File: config.mk
export PLATFORM = sky130hd
export DESIGN_NAME = taxi_stats_accum_flat
export DESIGN_NICKNAME = d
export VERILOG_FILES = /design/src/rtl/taxi_stats_accum_if.sv /design/src/rtl/taxi_stats_accum.sv /design/src/flat_wrapper.sv
export SDC_FILE = /design/constraint.sdc
export NUM_CORES = 2
export LEC_CHECK = 0
export BUFFER_PORTS_ARGS = -buffer_cell sky130_fd_sc_hd__buf_2
export CORE_MARGIN = 3
export CORE_UTILIZATION = 39
export DETAILED_ROUTE_END_ITERATION = 8
export PLACE_DENSITY = 0.58
export SLEW_MARGIN = 20
export SYNTH_ARGS = -nofsm -noshare
export SYNTH_HDL_FRONTEND = slang
export SYNTH_SLANG_ARGS = --single-unit
File: constraint.sdc
create_clock -name clk -period 6.85 [get_ports clk]
set_clock_uncertainty 0.15 [all_clocks]
set_input_delay 0.685 -clock clk [delete_from_list [all_inputs] [get_ports clk]]
set_output_delay 0.685 -clock clk [all_outputs]
set_load 0.01 [all_outputs]
File: src/rtl/taxi_stats_accum_if.sv
// ----------------------------------------------------------------------------
// taxi_axis_if
// AXI4-Stream style bundle carrying the statistics increment stream.
//   tdata  : payload (increment value)
//   tkeep  : byte enables (carried, unused by the accumulator)
//   tvalid : beat valid, driven by source
//   tready : beat accepted, driven by sink
//   tlast  : end of packet (carried, unused by the accumulator)
//   tid    : statistic identifier
//   tdest  : routing field (carried, unused by the accumulator)
//   tuser  : sideband; bit 0 marks a string fragment when USER_EN != 0
// Modports: src (master side) and snk (slave side).
// ----------------------------------------------------------------------------
interface taxi_axis_if #(
    parameter int DATA_W  = 8,
    parameter int KEEP_W  = (DATA_W + 7) / 8,
    parameter int ID_W    = 8,
    parameter int DEST_W  = 8,
    parameter int USER_EN = 0,
    parameter int USER_W  = 1
) ();
    logic [DATA_W-1:0] tdata;
    logic [KEEP_W-1:0] tkeep;
    logic              tvalid;
    logic              tready;
    logic              tlast;
    logic [ID_W-1:0]   tid;
    logic [DEST_W-1:0] tdest;
    logic [USER_W-1:0] tuser;

    modport src (
        output tdata, tkeep, tvalid, tlast, tid, tdest, tuser,
        input  tready
    );

    modport snk (
        input  tdata, tkeep, tvalid, tlast, tid, tdest, tuser,
        output tready
    );
endinterface

File: src/rtl/taxi_stats_accum.sv
// ----------------------------------------------------------------------------
// taxi_stats_accum
// Adds each increment beat of the statistics stream into a wide counter held
// in a single-port RAM, and serves host reads of those counters (optionally
// clearing the counter on read). One FSM owns the RAM port, so stream updates
// and host reads are strictly serialized and never overlap.
//
// Ports:
//   clk, rst_n     : clock, asynchronous active-low reset
//   s_axis_stat    : increment stream sink (tdata = increment, tid = stat id,
//                    tuser[0] = string fragment when USER_EN)
//   rd_req_addr    : host counter index
//   rd_req_valid   : host read request
//   rd_req_ready   : host request accepted on valid && ready
//   rd_resp_data   : counter value, qualified by rd_resp_valid
//   rd_resp_valid  : one-cycle response strobe, no backpressure
//   init_done      : RAM clear sweep finished
//   drop           : one-cycle pulse after a beat with out-of-range tid
// ----------------------------------------------------------------------------
module taxi_stats_accum #(
    parameter int CNT         = 32,
    parameter int ID_BASE     = 0,
    parameter int STAT_W      = 64,
    parameter int CLR_ON_READ = 0,
    localparam int ADDR_W     = (CNT > 1) ? $clog2(CNT) : 1
) (
    input  logic              clk,
    input  logic              rst_n,
    taxi_axis_if.snk          s_axis_stat,
    input  logic [ADDR_W-1:0] rd_req_addr,
    input  logic              rd_req_valid,
    output logic              rd_req_ready,
    output logic [STAT_W-1:0] rd_resp_data,
    output logic              rd_resp_valid,
    output logic              init_done,
    output logic              drop
);
    localparam int ID_W       = $bits(s_axis_stat.tid);
    localparam int AXIS_USER  = s_axis_stat.USER_EN;

    localparam logic [ID_W:0]       BASE_EXT = (ID_W + 1)'(ID_BASE);
    localparam logic [31:0]         CNT_U    = 32'(CNT);
    localparam logic [ADDR_W-1:0]   LAST_PTR = ADDR_W'(CNT - 1);

    typedef enum logic [2:0] {
        ST_INIT     = 3'd0,
        ST_IDLE     = 3'd1,
        ST_ACC_RD   = 3'd2,
        ST_ACC_WR   = 3'd3,
        ST_HOST_RD  = 3'd4,
        ST_HOST_RSP = 3'd5
    } state_t;

    state_t              state_q;
    logic [ADDR_W-1:0]   init_ptr_q;
    logic [ADDR_W-1:0]   idx_q;
    logic [STAT_W-1:0]   inc_q;
    logic [ADDR_W-1:0]   addr_q;
    logic                addr_oor_q;
    logic                last_host_q;
    logic                init_done_q;
    logic                drop_q;
    logic                rsp_valid_q;

    logic [STAT_W-1:0]   mem [CNT];
    logic [STAT_W-1:0]   ram_rd_q;

    logic                grant_stream_s;
    logic                grant_host_s;
    logic [ID_W:0]       idx_full_s;
    logic                idx_oor_s;
    logic                is_str_s;
    logic                req_oor_s;
    logic                ram_we_s;
    logic                ram_re_s;
    logic [ADDR_W-1:0]   ram_addr_s;
    logic [STAT_W-1:0]   ram_wdata_s;

    // One extra bit so that tid < ID_BASE shows up as a set MSB instead of
    // wrapping into a valid-looking index.
    assign idx_full_s = {1'b0, s_axis_stat.tid} - BASE_EXT;
    assign idx_oor_s  = ({1'b0, s_axis_stat.tid} < BASE_EXT) || (32'(idx_full_s) >= CNT_U);
    assign is_str_s   = (AXIS_USER != 0) && s_axis_stat.tuser[0];
    assign req_oor_s  = 32'(rd_req_addr) >= CNT_U;

    // Arbitrate stream vs host in IDLE; on contention, serve whoever lost last time.
    always_comb begin
        grant_stream_s = 1'b0;
        grant_host_s   = 1'b0;
        if (state_q == ST_IDLE) begin
            if (s_axis_stat.tvalid && rd_req_valid) begin
                grant_stream_s = last_host_q;
                grant_host_s   = !last_host_q;
            end else begin
                grant_stream_s = s_axis_stat.tvalid;
                grant_host_s   = rd_req_valid;
            end
        end else begin
            grant_stream_s = 1'b0;
            grant_host_s   = 1'b0;
        end
    end

    assign s_axis_stat.tready = grant_stream_s;
    assign rd_req_ready       = grant_host_s;

    // Drive the single RAM port from the current FSM state.
    always_comb begin
        ram_we_s    = 1'b0;
        ram_re_s    = 1'b0;
        ram_addr_s  = '0;
        ram_wdata_s = '0;
        case (state_q)
            ST_INIT: begin
                ram_we_s   = 1'b1;
                ram_addr_s = init_ptr_q;
            end
            ST_ACC_RD: begin
                ram_re_s   = 1'b1;
                ram_addr_s = idx_q;
            end
            ST_ACC_WR: begin
                ram_we_s    = 1'b1;
                ram_addr_s  = idx_q;
                ram_wdata_s = ram_rd_q + inc_q;
            end
            ST_HOST_RD: begin
                ram_re_s   = !addr_oor_q;
                ram_addr_s = addr_q;
            end
            ST_HOST_RSP: begin
                ram_we_s   = (CLR_ON_READ != 0) && !addr_oor_q;
                ram_addr_s = addr_q;
            end
            default: begin
                ram_we_s = 1'b0;
            end
        endcase
    end

    // Counter storage with registered read data (no reset on the array).
    always_ff @(posedge clk) begin
        if (ram_we_s) begin
            mem[ram_addr_s] <= ram_wdata_s;
        end
        if (ram_re_s) begin
            ram_rd_q <= mem[ram_addr_s];
        end
    end

    // Main control FSM with its registered status outputs.
    always_ff @(posedge clk or negedge rst_n) begin
        if (!rst_n) begin
            state_q     <= ST_INIT;
            init_ptr_q  <= '0;
            idx_q       <= '0;
            inc_q       <= '0;
            addr_q      <= '0;
            addr_oor_q  <= 1'b0;
            last_host_q <= 1'b0;
            init_done_q <= 1'b0;
            drop_q      <= 1'b0;
            rsp_valid_q <= 1'b0;
        end else begin
            drop_q      <= 1'b0;
            rsp_valid_q <= 1'b0;
            case (state_q)
                ST_INIT: begin
                    init_ptr_q <= init_ptr_q + ADDR_W'(1);
                    if (init_ptr_q == LAST_PTR) begin
                        state_q     <= ST_IDLE;
                        init_done_q <= 1'b1;
                    end else begin
                        state_q <= ST_INIT;
                    end
                end
                ST_IDLE: begin
                    if (grant_stream_s) begin
                        last_host_q <= 1'b0;
                        if (idx_oor_s) begin
                            drop_q <= 1'b1;
                        end else if (is_str_s) begin
                            state_q <= ST_IDLE;
                        end else begin
                            idx_q   <= ADDR_W'(idx_full_s);
                            inc_q   <= STAT_W'(s_axis_stat.tdata);
                            state_q <= ST_ACC_RD;
                        end
                    end else if (grant_host_s) begin
                        last_host_q <= 1'b1;
                        addr_q      <= rd_req_addr;
                        addr_oor_q  <= req_oor_s;
                        state_q     <= ST_HOST_RD;
                    end else begin
                        state_q <= ST_IDLE;
                    end
                end
                ST_ACC_RD:   state_q <= ST_ACC_WR;
                ST_ACC_WR:   state_q <= ST_IDLE;
                ST_HOST_RD: begin
                    rsp_valid_q <= 1'b1;
                    state_q     <= ST_HOST_RSP;
                end
                ST_HOST_RSP: state_q <= ST_IDLE;
                default: begin
                    state_q    <= ST_INIT;
                    init_ptr_q <= '0;
                end
            endcase
        end
    end

    // Response data only exists while the read register holds the host's word;
    // gating by state keeps it zero in reset and for out-of-range addresses.
    assign rd_resp_data  = (state_q == ST_HOST_RSP && !addr_oor_q) ? ram_rd_q : '0;
    assign rd_resp_valid = rsp_valid_q;
    assign init_done     = init_done_q;
    assign drop          = drop_q;
endmodule

File: src/flat_wrapper.sv
// flat-port wrapper written by rule: the top's interface ports become plain ports
module taxi_stats_accum_flat 
#(
    parameter int CNT         = 32,
    parameter int ID_BASE     = 0,
    parameter int STAT_W      = 64,
    parameter int CLR_ON_READ = 0,
    localparam int ADDR_W     = (CNT > 1) ? $clog2(CNT) : 1
)
  (clk, rst_n, rd_req_addr, rd_req_valid, rd_req_ready, rd_resp_data, rd_resp_valid, init_done, drop, s_axis_stat_tdata, s_axis_stat_tkeep, s_axis_stat_tvalid, s_axis_stat_tlast, s_axis_stat_tid, s_axis_stat_tdest, s_axis_stat_tuser, s_axis_stat_tready);
  taxi_axis_if #(.DATA_W(16), .ID_W(4), .DEST_W(1), .USER_EN(1), .USER_W(1)) s_axis_stat_i ();
  input  logic clk;
  input  logic rst_n;
  input  logic [ADDR_W-1:0] rd_req_addr;
  input  logic rd_req_valid;
  output logic rd_req_ready;
  output logic [STAT_W-1:0] rd_resp_data;
  output logic rd_resp_valid;
  output logic init_done;
  output logic drop;
  input wire logic [$bits(s_axis_stat_i.tdata)-1:0] s_axis_stat_tdata;
  input wire logic [$bits(s_axis_stat_i.tkeep)-1:0] s_axis_stat_tkeep;
  input wire logic [$bits(s_axis_stat_i.tvalid)-1:0] s_axis_stat_tvalid;
  input wire logic [$bits(s_axis_stat_i.tlast)-1:0] s_axis_stat_tlast;
  input wire logic [$bits(s_axis_stat_i.tid)-1:0] s_axis_stat_tid;
  input wire logic [$bits(s_axis_stat_i.tdest)-1:0] s_axis_stat_tdest;
  input wire logic [$bits(s_axis_stat_i.tuser)-1:0] s_axis_stat_tuser;
  output wire logic [$bits(s_axis_stat_i.tready)-1:0] s_axis_stat_tready;
  assign s_axis_stat_i.tdata = s_axis_stat_tdata;
  assign s_axis_stat_i.tkeep = s_axis_stat_tkeep;
  assign s_axis_stat_i.tvalid = s_axis_stat_tvalid;
  assign s_axis_stat_i.tlast = s_axis_stat_tlast;
  assign s_axis_stat_i.tid = s_axis_stat_tid;
  assign s_axis_stat_i.tdest = s_axis_stat_tdest;
  assign s_axis_stat_i.tuser = s_axis_stat_tuser;
  assign s_axis_stat_tready = s_axis_stat_i.tready;
  taxi_stats_accum #(.CNT(CNT), .ID_BASE(ID_BASE), .STAT_W(STAT_W), .CLR_ON_READ(CLR_ON_READ)) u_core (.clk(clk), .rst_n(rst_n), .s_axis_stat(s_axis_stat_i), .rd_req_addr(rd_req_addr), .rd_req_valid(rd_req_valid), .rd_req_ready(rd_req_ready), .rd_resp_data(rd_resp_data), .rd_resp_valid(rd_resp_valid), .init_done(init_done), .drop(drop));
endmodule
### After elaboration in Yosys (flattened, before gate mapping)

Memories as Yosys holds them, arrays and structs flattened. A register that Yosys moved wholly into a read port is not among the register bits.
Cells that the tools add are included.
W data, S select, Z words.

* word-level logic and storage cells: 53
* bits in writable memories: 2048
* memories kept: 1
* register bits: 36
* bits of input ports: 34
* output and inout port bits: 69

* $add $sub $neg: 2
* muxes and demuxes: 20
* equal/unequal tests: 6
* bitwise logic cells: 2
* reduce and logical (&&, ||, !) cells: 14

Memories
* u_core.mem: depth 32, bits a word 64, rd ports 1, clocked after memory_dff 1, write ports 1, RTL line taxi_stats_accum.sv:65 `logic [STAT_W-1:0] mem [CNT];`

Operators with widths (count)
* $mux W64: 2
* $add A64 B16 Y64: 1
* $pmux W3 S5: 1
* $pmux W5 S3: 1
* $mux W1: 12
* $pmux W5 S2: 1
* $reduce_or A2 Y1: 5
* $eq A3 B2 Y1 const B: 2
* $eq A3 B3 Y1 const B: 2
* $mux W3: 2
* $reduce_and A3 Y1: 2
* $add A5 B1 Y5 const B: 1
* $eq A5 B5 Y1 const B: 1
* $reduce_or A5 Y1: 1
* $reduce_and A2 Y1: 2
* $eq A3 B1 Y1 const B: 1
* $logic_not A3 Y1: 1
* $mux W2: 1
* $not A1 Y1: 2
* $reduce_bool A2 Y1: 1
* $logic_and A1 B1 Y1: 1
* $logic_not A1 Y1: 1

### Logic depth before layout (Yosys ltp)

* depth after elaboration: 6
* mapped depth: 14

### Worst setup path before layout

OpenSTA, ideal clock, no wires.

* path type: reg-to-reg
* start: register u_core.state_q[2]
* end: memory u_core.mem[11][0], enable pin
* clock period less this slack: 5706 ps
* setup slack: 1144 ps
* stages on the path, launching flop included: 12
* path buffers: 4
* arrival: 5070 ps
* cells stage by stage: dfrtp_1 buf_2 inv_2 ha_1 a22o_1 a21oi_1 nor3_1 buf_2 clkbuf_1 clkbuf_1 o21ai_1 nor2_1

* longest elaborated chain between the ends: 5
* elaborated cells on any way between the ends: 12
* classes of those cells: eq/ne: 4; mux: 4; reduce/logical: 4

Ends and longest elaborated chain
* from (decl): RTL line taxi_stats_accum.sv:54 `state_t state_q;`
* from (signal assigned): RTL line taxi_stats_accum.sv:154 `state_q <= ST_INIT;`
* from (signal assigned): RTL line taxi_stats_accum.sv:171 `state_q <= ST_IDLE;`
* from (signal assigned): RTL line taxi_stats_accum.sv:174 `state_q <= ST_INIT;`
* $eq A3 B2 Y1 / $logic_not A3 Y1 (equally long branches): RTL line taxi_stats_accum.sv:113 `case (state_q)`
* $reduce_or A2 Y1 (no source line)
* $mux W1: RTL line taxi_stats_accum.sv:113
* $mux W1: RTL line taxi_stats_accum.sv:143 `if (ram_we_s) begin`
* $mux W1 (not written as such): RTL line taxi_stats_accum.sv:144 `mem[ram_addr_s] <= ram_wdata_s;`
* to (decl): RTL line taxi_stats_accum.sv:65

Several ways; a longest one is shown, not always the timed one.

### Worst setup path in the final report

* start: register u_core.state_q[1]
* end: register u_core.ram_rd_q[36] (read register of u_core.mem) (data pin)

* longest elaborated chain between the ends: 3
* elaborated cells on any way between the ends: 10
* classes of those cells: eq/ne: 4; mux: 2; reduce/logical: 4

Ends and longest elaborated chain
* $eq A3 B3 Y1 / $eq A3 B2 Y1 (equally long branches): RTL line taxi_stats_accum.sv:113
* $reduce_or A2 Y1 (no source line)
* $pmux W5 S3 / $mux W1 (equally long branches)
* to (decl): RTL line taxi_stats_accum.sv:66 `logic [STAT_W-1:0] ram_rd_q;`

Several ways; a longest one is shown, not always the timed one.
A chain may end at the register's enable or synchronous reset.

==> results.ini <==
[status]
status = finished clean

[synthesis]
ys_seq_area_share_pct = 79.5
yosys_warnings = 0
syn_area_per_cell_sq_um = 18.6
yosys.area.top_type_share_pct = 78.3
synthArstFlopShare_pct = 1.68
syn-cell-area_sq_um = 81000
yosys.cell_types.count = 60
ys_seq_elements = 2148
syn_nets = 4416
ys_top_cells_by_area = edfxtp_1 (78%), a22o_1 (5.6%), a221oi_1 (4.5%), o22ai_1 (2.0%), a221oi_2 (1.8%)
syn_inst = 4360
synth_edf_count = 2112
synth_flop_cell = edfxtp_1
yosysTopAreaCell = edfxtp_1

[drt]
viasPerCell = 6.17
drt_wl_total_mm = 234
firstDrtPassIters = 5
first_iter_violations = 5389
wl_per_cell_um = 31.5
vias = 45900
ant_nets = 0
drcViolationCount = 0

[timing]
period_needed_ns = 5.01
finalHoldViolCount = 0
drv_slew = 0
finalSetupTns_ns = 0
max_slew_margin_pct = 24.2
fin_crit_sh_pct = 73.2
rsz0062_at_grt = no
max_freq_mhz = 200
worst_pin_slew_ns = 1.14
setup-violations-final = 0

[placed_design]
place_inst = 7030
dpl_cell_area_sq_um = 85700
gp_congestion = 0.757
hpwlAfterDp_mm = 113
portBuffers = 97

[clocking]
clock-sinks = 2148
cts_buffers = 208
cts_root_buf = clkbuf_16
clkLatencyLatePin_ns = 0.85
cts_buffer_depth = 3
ctsResizeCount = 0
htreeDepth = 4
clk_pin_slew_ns = 0.06
cts_tree = built

[floorplan]
core_area_sq_um = 205000
die_y_um = 462
rows = 166
initial_core_util_pct = 39.4
ios = 103
die_w_um = 462
die-area_sq_um = 213000

[global_route]
first_global_vias = 44500
grt_max_degree = 153
grt_pass1_wl_mm = 332
overflow = 0
grt_usage_pct = 21.6
grt_antenna_before_repair = 0

[job]
drv_cap = 0

[worst_setup_path]
r2r-end = u_core.ram_rd_q[36]
start_kind = flip-flop
setup.worst_path.end_class = flip-flop
critPathRequiredTime_ns = 7.26
worst-path-max-fanout = 34
worst-r2r-cell-count = 9
r2r_slack_ns = 1.84
worst-setup-path-type = flip-flop to flip-flop
worst_ep_arrival_time_ns = 5.42
reg2reg_from = u_core.state_q[1]

[layout]
nets = 4636
fin_area_sq_um = 92400
fin_cells = 7438
num-fill-cells = 17400
area.growth.synth_to_final_pct = 14.1
drive_above_1_share_pct = 15.9

[power_and_ir_drop]
power_density_nw_per_um2 = 414
ir_worst_vdd_mv = 0.448
p_leak_nw = 29.3
finalPower_mw = 38.2

[worst_hold_path]
hold_depth = 4
holdCritPathClass = primary input to flip-flop
hold_path_end = u_core.addr_q[3]
hp-start = rd_req_valid

[per-stage QoR]
step	utilization (%)	hold slack, ns	setup WS [ns]
2_1_floorplan	-	0.239	1.14
3_3_place_gp	41.7	0.316	1.95
3_5_place_dp	41.7	0.318	1.93
4_1_cts	45.0	0.0893	1.89
5_1_grt	45.0	0.189	1.67
6_report	45.0	0.162	1.84
[Yosys cell counts, drive strengths merged (21+ instances only)]
| cell type | number |
|---|---|
| or4 | 67 |
| o21ai | 25 |
| ha | 21 |
| clkbuf | 197 |
| nand2 | 46 |
| xnor2 | 35 |
| dfrtp | 36 |
| a22o | 516 |
| a221oi | 513 |
| a21oi | 35 |
| nor2 | 100 |
| and2 | 64 |
| o22ai | 257 |
| edfxtp | 2112 |
| buf | 121 |
[cell usage in the layout, fill, tap and decap left out, types with 12 or more instances in the layout]
master and count:
o22ai_1 257, o21ai_0 18, mux2_2 20, nor2_4 33, clkbuf_16 210, nand2_1 39, buf_2 97, xnor2_1 35
nor2_1 66, dlygate4sd3_1 28, xor2_1 17, clkbuf_1 62, a22o_1 516, a21oi_1 27, clkinv_2 26, and3_1 18
dfrtp_1 36, and2_1 64, a221oi_1 418, bufinv_16 12, buf_12 30, clkinv_1 48, ha_1 21, buf_4 172
a221oi_2 95, or4_1 66, edfxtp_1 2112, inv_1 19, nand3_1 16
[sequential cells by signal (all words and copies together), names as in the netlist]
register / flops
u_core.state_q: 3
u_core.ram_rd_q: 64
u_core.inc_q: 16
u_core.init_done: 1
u_core.addr_q: 5
u_core.rd_resp_valid: 1
u_core.init_ptr_q: 5
u_core.mem: 2048
u_core.idx_q: 4
u_core.last_host_q: 1
[cells by family after synthesis]
logic type      count (synthesis)  share of synthesized area [%]
simple gates                  365                           2.47
fa+ha+maj                      22                          0.349
flops                        2148                           79.5
xor+xnor                       52                          0.563
compound gates               1414                           14.9
mux                            20                          0.278
other cells                     1                        0.00463
buf+inv                       338                           1.95
[worst max-delay path: stages, from the launching register on]
cell and delay, ns:
dfrtp_1 0.36, buf_4 0.23, nor3_2 0.83, a222oi_1 0.22
a21oi_1 0.58, nor2_1 0.24, nand2_4 0.73, buf_4 0.57
o22ai_1 0.18, or4_1 0.60
[where the power goes]
group	switching (mW)	internal [mW]	total [mW]
clock	4.80	6.08	10.9
sequential	0.464	15.9	16.4
combinational	7.19	3.75	10.9
[how the worst max path moves through the flow]
stage	from	end	slack (ns)
final	u_core.state_q[1]	u_core.ram_rd_q[36]	1.84
after global routing	u_core.state_q[2]	u_core.mem[13][40]	1.67
after CTS	u_core.state_q[1]	u_core.ram_rd_q[36]	1.89
after detailed placement	u_core.state_q[1]	u_core.ram_rd_q[36]	1.93
after global placement	u_core.state_q[1]	u_core.ram_rd_q[36]	1.95
after floorplan	u_core.state_q[2]	u_core.mem[11][0]	1.14
[what timing repair did]
item | in CTS | in global routing
buffers inserted | 0 | 0
endpoints found under the hold margin | 62 | 0
hold buffers | 28 | 0
[per-layer routing]
metal,global-route usage [%],part of all wire (%),up-vias
met2,35.4,49,2152
met4,6.52,2.8,0
met1,30.0,41,24200
met3,3.03,7.7,360
li1,-,-,19200
met5,0,0,-
[layout make-up]
type	instances	area [sq um]	share of cell area, %
multi-input cells	1874	15500	16.8
flip-flops and latches	2148	64300	69.6
repair buffers	328	2690	2.91
diodes	1	2.50	0.00271
well taps	2688	3360	3.64
clock buffers	272	5490	5.94
inverters	20	75.1	0.0813
clock inverters	107	918	0.994
No activity file was read; power rests on OpenSTA's default activity.
